## config.mk

```make
export PLATFORM = sky130hd
export DESIGN_NAME = seg7_to_bcd_capture
export DESIGN_NICKNAME = d
export VERILOG_FILES = /design/src/rtl/seg7_pkg.sv /design/src/rtl/seg7_decode.sv /design/src/rtl/seg7_to_bcd_capture.sv
export SDC_FILE = /design/constraint.sdc
export NUM_CORES = 1
export LEC_CHECK = 0
export ABC_AREA = 1
export CORE_ASPECT_RATIO = 2
export CORE_MARGIN = 10
export CORE_UTILIZATION = 40
export DETAILED_ROUTE_END_ITERATION = 10
export DONT_BUFFER_PORTS = 1
export PLACE_DENSITY = 0.67
export SLEW_MARGIN = 20
export SYNTH_ARGS = -nofsm -noshare
export SYNTH_HDL_FRONTEND = slang
export SYNTH_HIERARCHICAL = 1
export SYNTH_SLANG_ARGS = --single-unit
```

## constraint.sdc

```tcl
create_clock -name clk -period 1.52 [get_ports clk]
set_input_delay 0.304 -clock clk [delete_from_list [all_inputs] [get_ports clk]]
set_output_delay 0.304 -clock clk [all_outputs]
set_load 0.01 [all_outputs]
```

## src/rtl/seg7_pkg.sv

```systemverilog
`default_nettype none
`timescale 1ns/1ps
// ============================================================================
// Module   : seg7_pkg
// Purpose  : Shared constants and types for the 7-segment capture path.
//            It holds the segment patterns for the digits 0-9 and for blank,
//            the reserved BCD codes, and the output handshake state type.
// Ports    : none (package)
// Revision : 1.0 - initial release
// ============================================================================
package seg7_pkg;

  // Segment order is {a,b,c,d,e,f,g}. Bit 6 is segment a and bit 0 is
  // segment g. A segment is lit when its bit is 1.
  localparam logic [6:0] SEG_0     = 7'h7E;
  localparam logic [6:0] SEG_1     = 7'h30;
  localparam logic [6:0] SEG_2     = 7'h6D;
  localparam logic [6:0] SEG_3     = 7'h79;
  localparam logic [6:0] SEG_4     = 7'h33;
  localparam logic [6:0] SEG_5     = 7'h5B;
  localparam logic [6:0] SEG_6     = 7'h5F;
  localparam logic [6:0] SEG_7     = 7'h70;
  localparam logic [6:0] SEG_8     = 7'h7F;
  localparam logic [6:0] SEG_9     = 7'h7B;
  localparam logic [6:0] SEG_BLANK = 7'h00;

  // Codes that are not decimal digits.
  localparam logic [3:0] CODE_BLANK = 4'hF;
  localparam logic [3:0] CODE_ERR   = 4'hE;

  // Output frame buffer state.
  typedef enum logic {
    EMPTY = 1'b0,
    FULL  = 1'b1
  } out_state_t;

endpackage : seg7_pkg
`default_nettype wire

```

## src/rtl/seg7_decode.sv

```systemverilog
`default_nettype none
`timescale 1ns/1ps
// ============================================================================
// Module   : seg7_decode
// Purpose  : Combinational decoder from a 7-segment pattern to a BCD code.
//            A blank pattern decodes to CODE_BLANK and is not an error.
//            Any pattern that is not a digit and not blank decodes to
//            CODE_ERR with err set.
// Ports    : seg   in  7  segment pattern {a,b,c,d,e,f,g}
//            code  out 4  decoded code
//            err   out 1  pattern is not a digit or blank
// Revision : 1.0 - initial release
// ============================================================================
module seg7_decode
  import seg7_pkg::*;
(
  input  logic [6:0] seg,
  output logic [3:0] code,
  output logic       err
);

  always_comb begin
    code = CODE_ERR;
    err  = 1'b1;
    case (seg)
      SEG_0:     begin code = 4'd0;       err = 1'b0; end
      SEG_1:     begin code = 4'd1;       err = 1'b0; end
      SEG_2:     begin code = 4'd2;       err = 1'b0; end
      SEG_3:     begin code = 4'd3;       err = 1'b0; end
      SEG_4:     begin code = 4'd4;       err = 1'b0; end
      SEG_5:     begin code = 4'd5;       err = 1'b0; end
      SEG_6:     begin code = 4'd6;       err = 1'b0; end
      SEG_7:     begin code = 4'd7;       err = 1'b0; end
      SEG_8:     begin code = 4'd8;       err = 1'b0; end
      SEG_9:     begin code = 4'd9;       err = 1'b0; end
      SEG_BLANK: begin code = CODE_BLANK; err = 1'b0; end
      default:   begin code = CODE_ERR;   err = 1'b1; end
    endcase
  end

endmodule : seg7_decode
`default_nettype wire

```

## src/rtl/seg7_to_bcd_capture.sv

```systemverilog
`default_nettype none
`timescale 1ns/1ps
// ============================================================================
// Module   : seg7_to_bcd_capture
// Purpose  : Captures a time-multiplexed 7-segment display bus and recovers
//            the BCD value of each digit. A digit is accepted only after
//            STABLE_CNT identical samples. A frame is complete when every
//            digit has been accepted. Complete frames are passed downstream
//            through a single-entry valid/ready buffer.
// Ports    : clk          in   1             rising-edge clock
//            rst_n        in   1             async active-low reset
//            strobe       in   1             sample enable
//            seg_in       in   7             segment lines {a..g}
//            dig_sel      in   NUM_DIGITS    one-hot digit select
//            bcd_out      out  4*NUM_DIGITS  held frame, digit i at [4i+3:4i]
//            err_out      out  NUM_DIGITS    per-digit invalid-pattern flag
//            frame_valid  out  1             bcd_out/err_out hold a frame
//            frame_ready  in   1             downstream accepts the frame
//            overrun      out  1             pulse: a complete frame was dropped
//            sel_err      out  1             pulse: strobe with bad dig_sel
// Revision : 1.0 - initial release
// ============================================================================
module seg7_to_bcd_capture
  import seg7_pkg::*;
#(
  parameter int NUM_DIGITS = 4,
  parameter int STABLE_CNT = 3
) (
  input  logic                      clk,
  input  logic                      rst_n,
  input  logic                      strobe,
  input  logic [6:0]                seg_in,
  input  logic [NUM_DIGITS-1:0]     dig_sel,
  output logic [4*NUM_DIGITS-1:0]   bcd_out,
  output logic [NUM_DIGITS-1:0]     err_out,
  output logic                      frame_valid,
  input  logic                      frame_ready,
  output logic                      overrun,
  output logic                      sel_err
);

  localparam logic [3:0]            STABLE  = 4'(STABLE_CNT);
  localparam logic [NUM_DIGITS-1:0] SEL_ONE = NUM_DIGITS'(1);

  // ---------------------------------------------------------------------
  // Decode the shared segment bus once. Every digit slice uses the result.
  // ---------------------------------------------------------------------
  logic [3:0] dec_code;
  logic       dec_err;

  seg7_decode u_decode (
    .seg  (seg_in),
    .code (dec_code),
    .err  (dec_err)
  );

  // Exactly one bit set: the value is nonzero, and clearing its lowest set
  // bit leaves zero.
  logic sel_onehot;
  logic sample_ok;
  logic bad_sel;

  assign sel_onehot = (dig_sel != '0) && ((dig_sel & (dig_sel - SEL_ONE)) == '0);
  assign sample_ok  = strobe &  sel_onehot;
  assign bad_sel    = strobe & ~sel_onehot;

  // ---------------------------------------------------------------------
  // Per-digit stability tracking.
  // ---------------------------------------------------------------------
  logic [4*NUM_DIGITS-1:0] comm_bcd;
  logic [NUM_DIGITS-1:0]   comm_err;
  logic [NUM_DIGITS-1:0]   commit;

  for (genvar i = 0; i < NUM_DIGITS; i++) begin : g_digit
    logic [3:0] cand_code;
    logic       cand_err;
    logic [3:0] cnt;
    logic [3:0] comm_code_r;
    logic       comm_err_r;
    logic       hit;
    logic       match;
    logic [3:0] cnt_next;

    assign hit   = sample_ok & dig_sel[i];
    assign match = (dec_code == cand_code) && (dec_err == cand_err);

    always_comb begin
      cnt_next = 4'd1;
      if (match) begin
        cnt_next = (cnt >= STABLE) ? STABLE : cnt + 4'd1;
      end
    end

    // Commit only when the counter reaches STABLE on this sample. A
    // candidate that has already saturated does not commit again. A new
    // candidate commits at once when STABLE is 1.
    assign commit[i] = hit && (cnt_next == STABLE) && !(match && (cnt == STABLE));

    always_ff @(posedge clk or negedge rst_n) begin
      if (!rst_n) begin
        cand_code   <= CODE_BLANK;
        cand_err    <= 1'b0;
        cnt         <= 4'd0;
        comm_code_r <= CODE_BLANK;
        comm_err_r  <= 1'b0;
      end else if (hit) begin
        cand_code <= dec_code;
        cand_err  <= dec_err;
        cnt       <= cnt_next;
        if (commit[i]) begin
          comm_code_r <= dec_code;
          comm_err_r  <= dec_err;
        end
      end
    end

    assign comm_bcd[4*i +: 4] = comm_code_r;
    assign comm_err[i]        = comm_err_r;
  end

  // ---------------------------------------------------------------------
  // Frame assembly. A full seen vector offers the committed values to the
  // output buffer and starts a new frame on the same edge. A commit on
  // that edge already counts toward the next frame.
  // ---------------------------------------------------------------------
  logic [NUM_DIGITS-1:0] seen;
  logic                  offer;

  assign offer = &seen;

  always_ff @(posedge clk or negedge rst_n) begin
    if (!rst_n) begin
      seen <= '0;
    end else begin
      seen <= (offer ? '0 : seen) | commit;
    end
  end

  // ---------------------------------------------------------------------
  // Output buffer FSM.
  // ---------------------------------------------------------------------
  out_state_t state;
  out_state_t state_next;
  logic       load;
  logic       ovr_next;

  always_ff @(posedge clk or negedge rst_n) begin
    if (!rst_n) begin
      state <= EMPTY;
    end else begin
      state <= state_next;
    end
  end

  always_comb begin
    state_next = state;
    load       = 1'b0;
    ovr_next   = 1'b0;
    case (state)
      EMPTY: begin
        if (offer) begin
          load       = 1'b1;
          state_next = FULL;
        end
      end
      FULL: begin
        if (frame_ready) begin
          // The held frame leaves on this edge. A frame offered on the
          // same edge takes its place.
          if (offer) begin
            load = 1'b1;
          end else begin
            state_next = EMPTY;
          end
        end else if (offer) begin
          ovr_next = 1'b1;
        end
      end
      default: begin
        state_next = EMPTY;
      end
    endcase
  end

  always_ff @(posedge clk or negedge rst_n) begin
    if (!rst_n) begin
      bcd_out <= '0;
      err_out <= '0;
      overrun <= 1'b0;
      sel_err <= 1'b0;
    end else begin
      overrun <= ovr_next;
      sel_err <= bad_sel;
      if (load) begin
        bcd_out <= comm_bcd;
        err_out <= comm_err;
      end
    end
  end

  assign frame_valid = (state == FULL);

endmodule : seg7_to_bcd_capture
`default_nettype wire

```

After elaboration in Yosys (flattened, before gate mapping) --
Cells that the tools add are included.
Storage, ports and cells: output and inout port bits 23, bits of input ports 15, register bits after elaboration 83, logic and storage cells 119
Operators by class: $add $sub $neg 5, equal/unequal tests 26, mux-type cells 18, bitwise gates (word level) 10, reduce and logical (&&, ||, !) cells 30, order comparisons 4
Operators with widths (count):
- $eq 7x7->1 const B | 8
- $pmux 4 s11 | 1
- $mux 4 | 9
- $eq 4x2->1 const B | 8
- $logic_and 1x1->1 | 17
- $add 4x1->4 const B | 4
- $eq 4x4->1 | 4
- $ge 4x2->1 const B | 4
- $eq 7x6->1 const B | 2
- $reduce_or 11->1 | 1
- $reduce_and 2->1 | 4
- $logic_not 7->1 | 1
- $and 1x1->1 | 6
- $mux 1 | 6
- $and 4x4->4 | 1
- $eq 1x1->1 | 4
- $logic_not 1->1 | 4
- $logic_not 4->1 | 1
- $or 4x4->4 | 1
- $pmux 1 s2 | 2
- $reduce_and 4->1 | 1
- $reduce_bool 4->1 | 1
- $sub 4x1->4 const B | 1
- $not 1->1 | 2

Depth between registers and ports, before layout --
depth after elaboration 10, mapped depth 17, gate-level depth less buffers 16

Cells and area by module --
Netlist, hierarchy kept.
Modules (own cells, without submodules):
- seg7_to_bcd_capture | area each 3935.0 sq um, cells each 471, instances 1
- seg7_decode | area each 261.5 sq um, cells each 63, instances 1

Worst setup path before layout --
OpenSTA, ideal clock, no wires.
path kind input to register, start in seg_in[0], end reg g_digit[0].comm_err_r, path slack -0.300 ns, cell stages on the path 16, required time 1.401 ns, arrival time 1.700 ns, cell sequence nand2_1 > nor2_2 > nand2_1 > nand2_1 > nor2_1 > nand3_2 > nand2_1 > buf_6 > inv_6 > nand2_1 > nand2_1 > nand3_1 > nor2_1 > nand4_1 > nand2_1 > nand2_1
RTL lines:
- start: declaration | RTL line seg7_to_bcd_capture.sv:32 | input logic [6:0] seg_in,
- $eq 7x7->1, or another cell as far along | RTL line seg7_decode.sv:25 | case (seg)
- $pmux 4 s11 (*) | RTL line seg7_decode.sv:25
- named net dec_code[2] | RTL line seg7_to_bcd_capture.sv:48 | logic [3:0] dec_code;
- $eq 4x4->1 (*) | RTL line seg7_to_bcd_capture.sv:85 | assign match = (dec_code == cand_code) && (dec_err == cand_err);
- $logic_and 1x1->1 (*) | RTL line seg7_to_bcd_capture.sv:85
- $mux 4 | RTL line seg7_to_bcd_capture.sv:89 | if (match) begin
- $eq 4x2->1 | RTL line seg7_to_bcd_capture.sv:97 | assign commit[i] = hit && (cnt_next == STABLE) && !(match && (cnt == STABLE));
- $logic_and 1x1->1 | RTL line seg7_to_bcd_capture.sv:97
- $logic_and 1x1->1 (*) | RTL line seg7_to_bcd_capture.sv:97
- $reduce_and 2->1 (no line) (*)
- end signal: assignment | RTL line seg7_to_bcd_capture.sv:112 | comm_err_r <= dec_err;
- end: declaration | RTL line seg7_to_bcd_capture.sv:79 | logic comm_err_r;
The timed path passes the listed nets; every way through them passes the cells marked *. A chain may end at the register's enable or synchronous reset.

Final worst setup path --
start in seg_in[5], end reg g_digit[0].comm_err_r
Between the ends: cells in the longest elaborated chain, start to end 10
RTL lines:
- $eq 7x7->1, or another cell as far along | RTL line seg7_decode.sv:25
- $reduce_or 11->1 (no line) (*)
- $mux 1 (*) | RTL line seg7_decode.sv:25
- named net dec_err | RTL line seg7_to_bcd_capture.sv:49 | logic dec_err;
- $eq 1x1->1 | RTL line seg7_to_bcd_capture.sv:85
- $logic_and 1x1->1 | RTL line seg7_to_bcd_capture.sv:85
- $mux 4 | RTL line seg7_to_bcd_capture.sv:89
- $eq 4x2->1 | RTL line seg7_to_bcd_capture.sv:97
- $logic_and 1x1->1 (2 in series) | RTL line seg7_to_bcd_capture.sv:97
- $reduce_and 2->1 (no line)
Marked as above.

==> summary.txt <==
Critical path
  – FF-to-FF path depth: 5
  – Setup crit end: g_digit[0].comm_err_r$_DFFE_PN0P_
  – Critical Path Fanout Max: 7
  – RR Startpoint: g_digit[1].cnt[0]$_DFFE_PN0P_
  – Worst Path Required: 1.75 ns
  – R2r endpoint: g_digit[1].comm_code_r[1]$_DFFE_PN1P_
  – Worst Setup Start Kind: primary input
  – Reg-to-reg slack, setup: 0.02 ns
  – Critical Path End Type: flop
  – Worst path arrival time: 1.94 ns
  – Worst setup path start: seg_in[5]
  – CP Class: in -> reg

Placement
  – PortBufs: 0
  – Hpwl dp: 6818 microns
  – Dpl cell area: 4648 sq um
  – Routability cong.: 0.8543

Timing
  – Final Hold Fails: 83
  – Tmin final: 1.702 ns
  – Setup violators final: 30
  – Post-route setup slack: -0.1825 ns
  – RSZ-0062 raised after global routing: true
  – Hold WS: -0.3407 ns
  – Worst-Margin Slew: 0.4643 ns
  – Max Fclk: 587.4 MHz
  – Slew headroom: 68.72%
  – Final slew viol count: 0
  – Skew final: 0.005402 ns
  – Period utilisation layout: 112.0%

Drt
  – Max Used Layer: met4
  – Met3 wire len: 489 microns
  – DR pass1 iterations: 5
  – Met2 WL: 5305 microns
  – DRC violations left: 0
  – Per-cell routed wire length: 13.37 microns
  – Vias per inst: 4.901
  – Vias: 3,524
  – Antenna Nets Post-Route: 0
  – Iter 0 DRT Violations: 147
  – DRT Wirelength: 9611 microns
  – M1 wire length: 3549 microns

Power and ir drop
  – Part of the power in registers: 45.7%
  – Max IR drop VDD: 0.0006213 V
  – Cell Int Power: 4.052 mW
  – Combinational share of power: 15.2%
  – Switch share: 26.43%
  – Static Leak: 2.797 nW
  – Power share of the clock group: 39.1%
  – NetSw: 1.456 mW
  – Pwr Density: 1045 nW/um^2

Logic synthesis
  – YS warnings: 6
  – Cells after Synth: 534
  – Top cells by area, synth: dfrtp_1, nand2_1, dfstp_2
  – Syn Nets: 553
  – Synth Cell Area: 4197 sq um
  – Cell taking the most area after synthesis: dfrtp_1
  – FF+latch count, synth: 83
  – Seq/Total Area, Yosys: 50.45%
  – Post-synth top area share: 30.41%
  – Mapped Avg Cell Area: 7.859 sq um
  – Count of cell types in the netlist: 30

Global routing
  – Remaining global-route overflow: 0
  – Initial antenna violation count: 0
  – Largest net degree at the start of global routing: 84
  – Vias in the first global route: 3,555
  – Global-route wire length before repair: 16,770 microns
  – GRT Util Overall: 13.49%

Finish
  – Final instance area: 5269 sq um
  – Commonest cells after routing, fill and taps aside: nand2_1, inv_1, dfrtp_1
  – Most common cell after layout, fill and taps aside: nand2_1
  – Layout overhead on the synthesized area: 25.55%
  – Fin nets: 599
  – Share of cells above drive strength 1: 30.48%
  – Post-Route Utilization: 51.58%
  – ANT cells: 0

Floorplan
  – Initial Util: 41.08%
  – Die H: 164.9 microns
  – Top-Level Pins: 38
  – Die Wd: 92.43 microns
  – Core box area: 10,210 sq um
  – Row Count: 52
  – Full die area: 15,240 sq um

Clock tree
  – Worst-Skew Late Latency: 0.34 ns
  – Root Buffer Master: clkbuf_16
  – TritonCTS Buffers: 9
  – CTS tree: built
  – Htree depth: 3
  – Clock Path Buffers: 2
  – Worst-path clk slew: 0.06 ns
  – Clk sinks: 83

Outcome
  – Status: finished with violations
  – Failing checks: negative hold slack, negative setup slack

Job
  – Maxcap violations: 0

Min path
  – Worst hold path type: in -> async
-- power by group through the flow --
stage | logic (mW) | registers, mW | clock network [mW]
after floorplan | 0.517 | 2.52 | 0
after global placement | 0.663 | 2.54 | 0
after detailed placement | 0.680 | 2.55 | 0
after CTS | 0.788 | 2.51 | 2.18
after global routing | 0.941 | 2.54 | 2.28
final | 0.838 | 2.51 | 2.16
-- how the worst min path moves through the flow --
stage,from,endpoint
finish,rst_n,g_digit[3].cnt[3]$_DFFE_PN0P_
global placement,rst_n,g_digit[3].cnt[3]$_DFFE_PN0P_
floorplan,rst_n,bcd_out[0]$_DFFE_PN0P_
CTS,rst_n,sel_err$_DFF_PN0_
detailed placement,rst_n,g_digit[3].cnt[3]$_DFFE_PN0P_
global route,rst_n,g_digit[3].cnt[3]$_DFFE_PN0P_
-- cells in the mapped netlist --
cell type,instances
inv_4,1
clkinv_2,1
nor2_1,32
buf_1,1
nor2_4,3
nand2_1,226
nor2_2,1
ha_1,4
buf_2,4
nand4_1,22
nor3_1,1
and2_1,1
a21oi_1,1
nand3_1,29
clkbuf_1,7
o22ai_1,1
nor3_2,1
buf_6,5
inv_2,3
inv_6,2
dfrtp_1,51
or2_0,2
o21ai_0,31
nor3_4,3
nand3_2,1
a22oi_1,2
nand4_2,6
inv_1,59
nor4_4,1
dfstp_2,32
-- layer usage --
metal,vias up,global-route usage (%)
met5,-,0
met4,0,6.841
met3,24,3.774
met2,73,25.03
met1,1658,13.18
li1,1769,-
-- worst max-delay path, stage by stage --
cell and delay (ns):
nand2_8 0.04, nor2_4 0.16, nand3_2 0.11, nand2_2 0.11, nor2_4 0.05, nand3_4 0.11, clkinvlp_4 0.20, clkinv_4 0.14
nand2_4 0.06, nand2_4 0.06, nand3_4 0.09, nor2_4 0.10, nand4_1 0.21, nand2_1 0.12, nand2_1 0.05
-- logic make-up after synthesis --
family | share of synthesized area (%)
simple gates | 35.27
compound gates | 4.323
fa+ha+maj | 1.193
buf+inv | 8.766
flops | 50.45
-- what timing repair did --
| action | in CTS | in global routing |
|---|---|---|
| buffers inserted | 9 | 3 |
| pin swaps | 16 | 20 |
| endpoints found under the hold margin | 83 | 83 |
| gates resized for setup | 42 | 22 |
| endpoints found under the setup margin | 32 | 32 |
-- layout make-up --
cell class                 count  area [sq um]
clock inverter                 5         53.80
timing repair buffer          52         414.1
fill                         965          4946
clock buffer                  10         239.0
tap                          135         168.9
multi-input combinational    368          1999
sequential                    83          2117
inverter                      66         276.5
-- sequential cells by signal, indices dropped and copies added (netlist names) --
register	cells
bcd_out	16
err_out	4
frame_valid	1
g_digit.cand_code	16
g_digit.cand_err	4
g_digit.cnt	16
g_digit.comm_code_r	16
g_digit.comm_err_r	4
overrun	1
seen	4
sel_err	1
-- stage by stage --
stage               setup TNS, ns  setup slack [ns]  power, mW  instances
floorplan                  -4.752           -0.2298      3.041        534
finish                     -3.718           -0.1825      5.507        719
CTS                        -2.095           -0.1391      5.484        716
global route               -7.930           -0.3334      5.754        719
global placement           -15.28           -0.5459      3.205        692
detailed placement         -19.05           -0.6167      3.227        692
(Power assumes the default switching activity.)
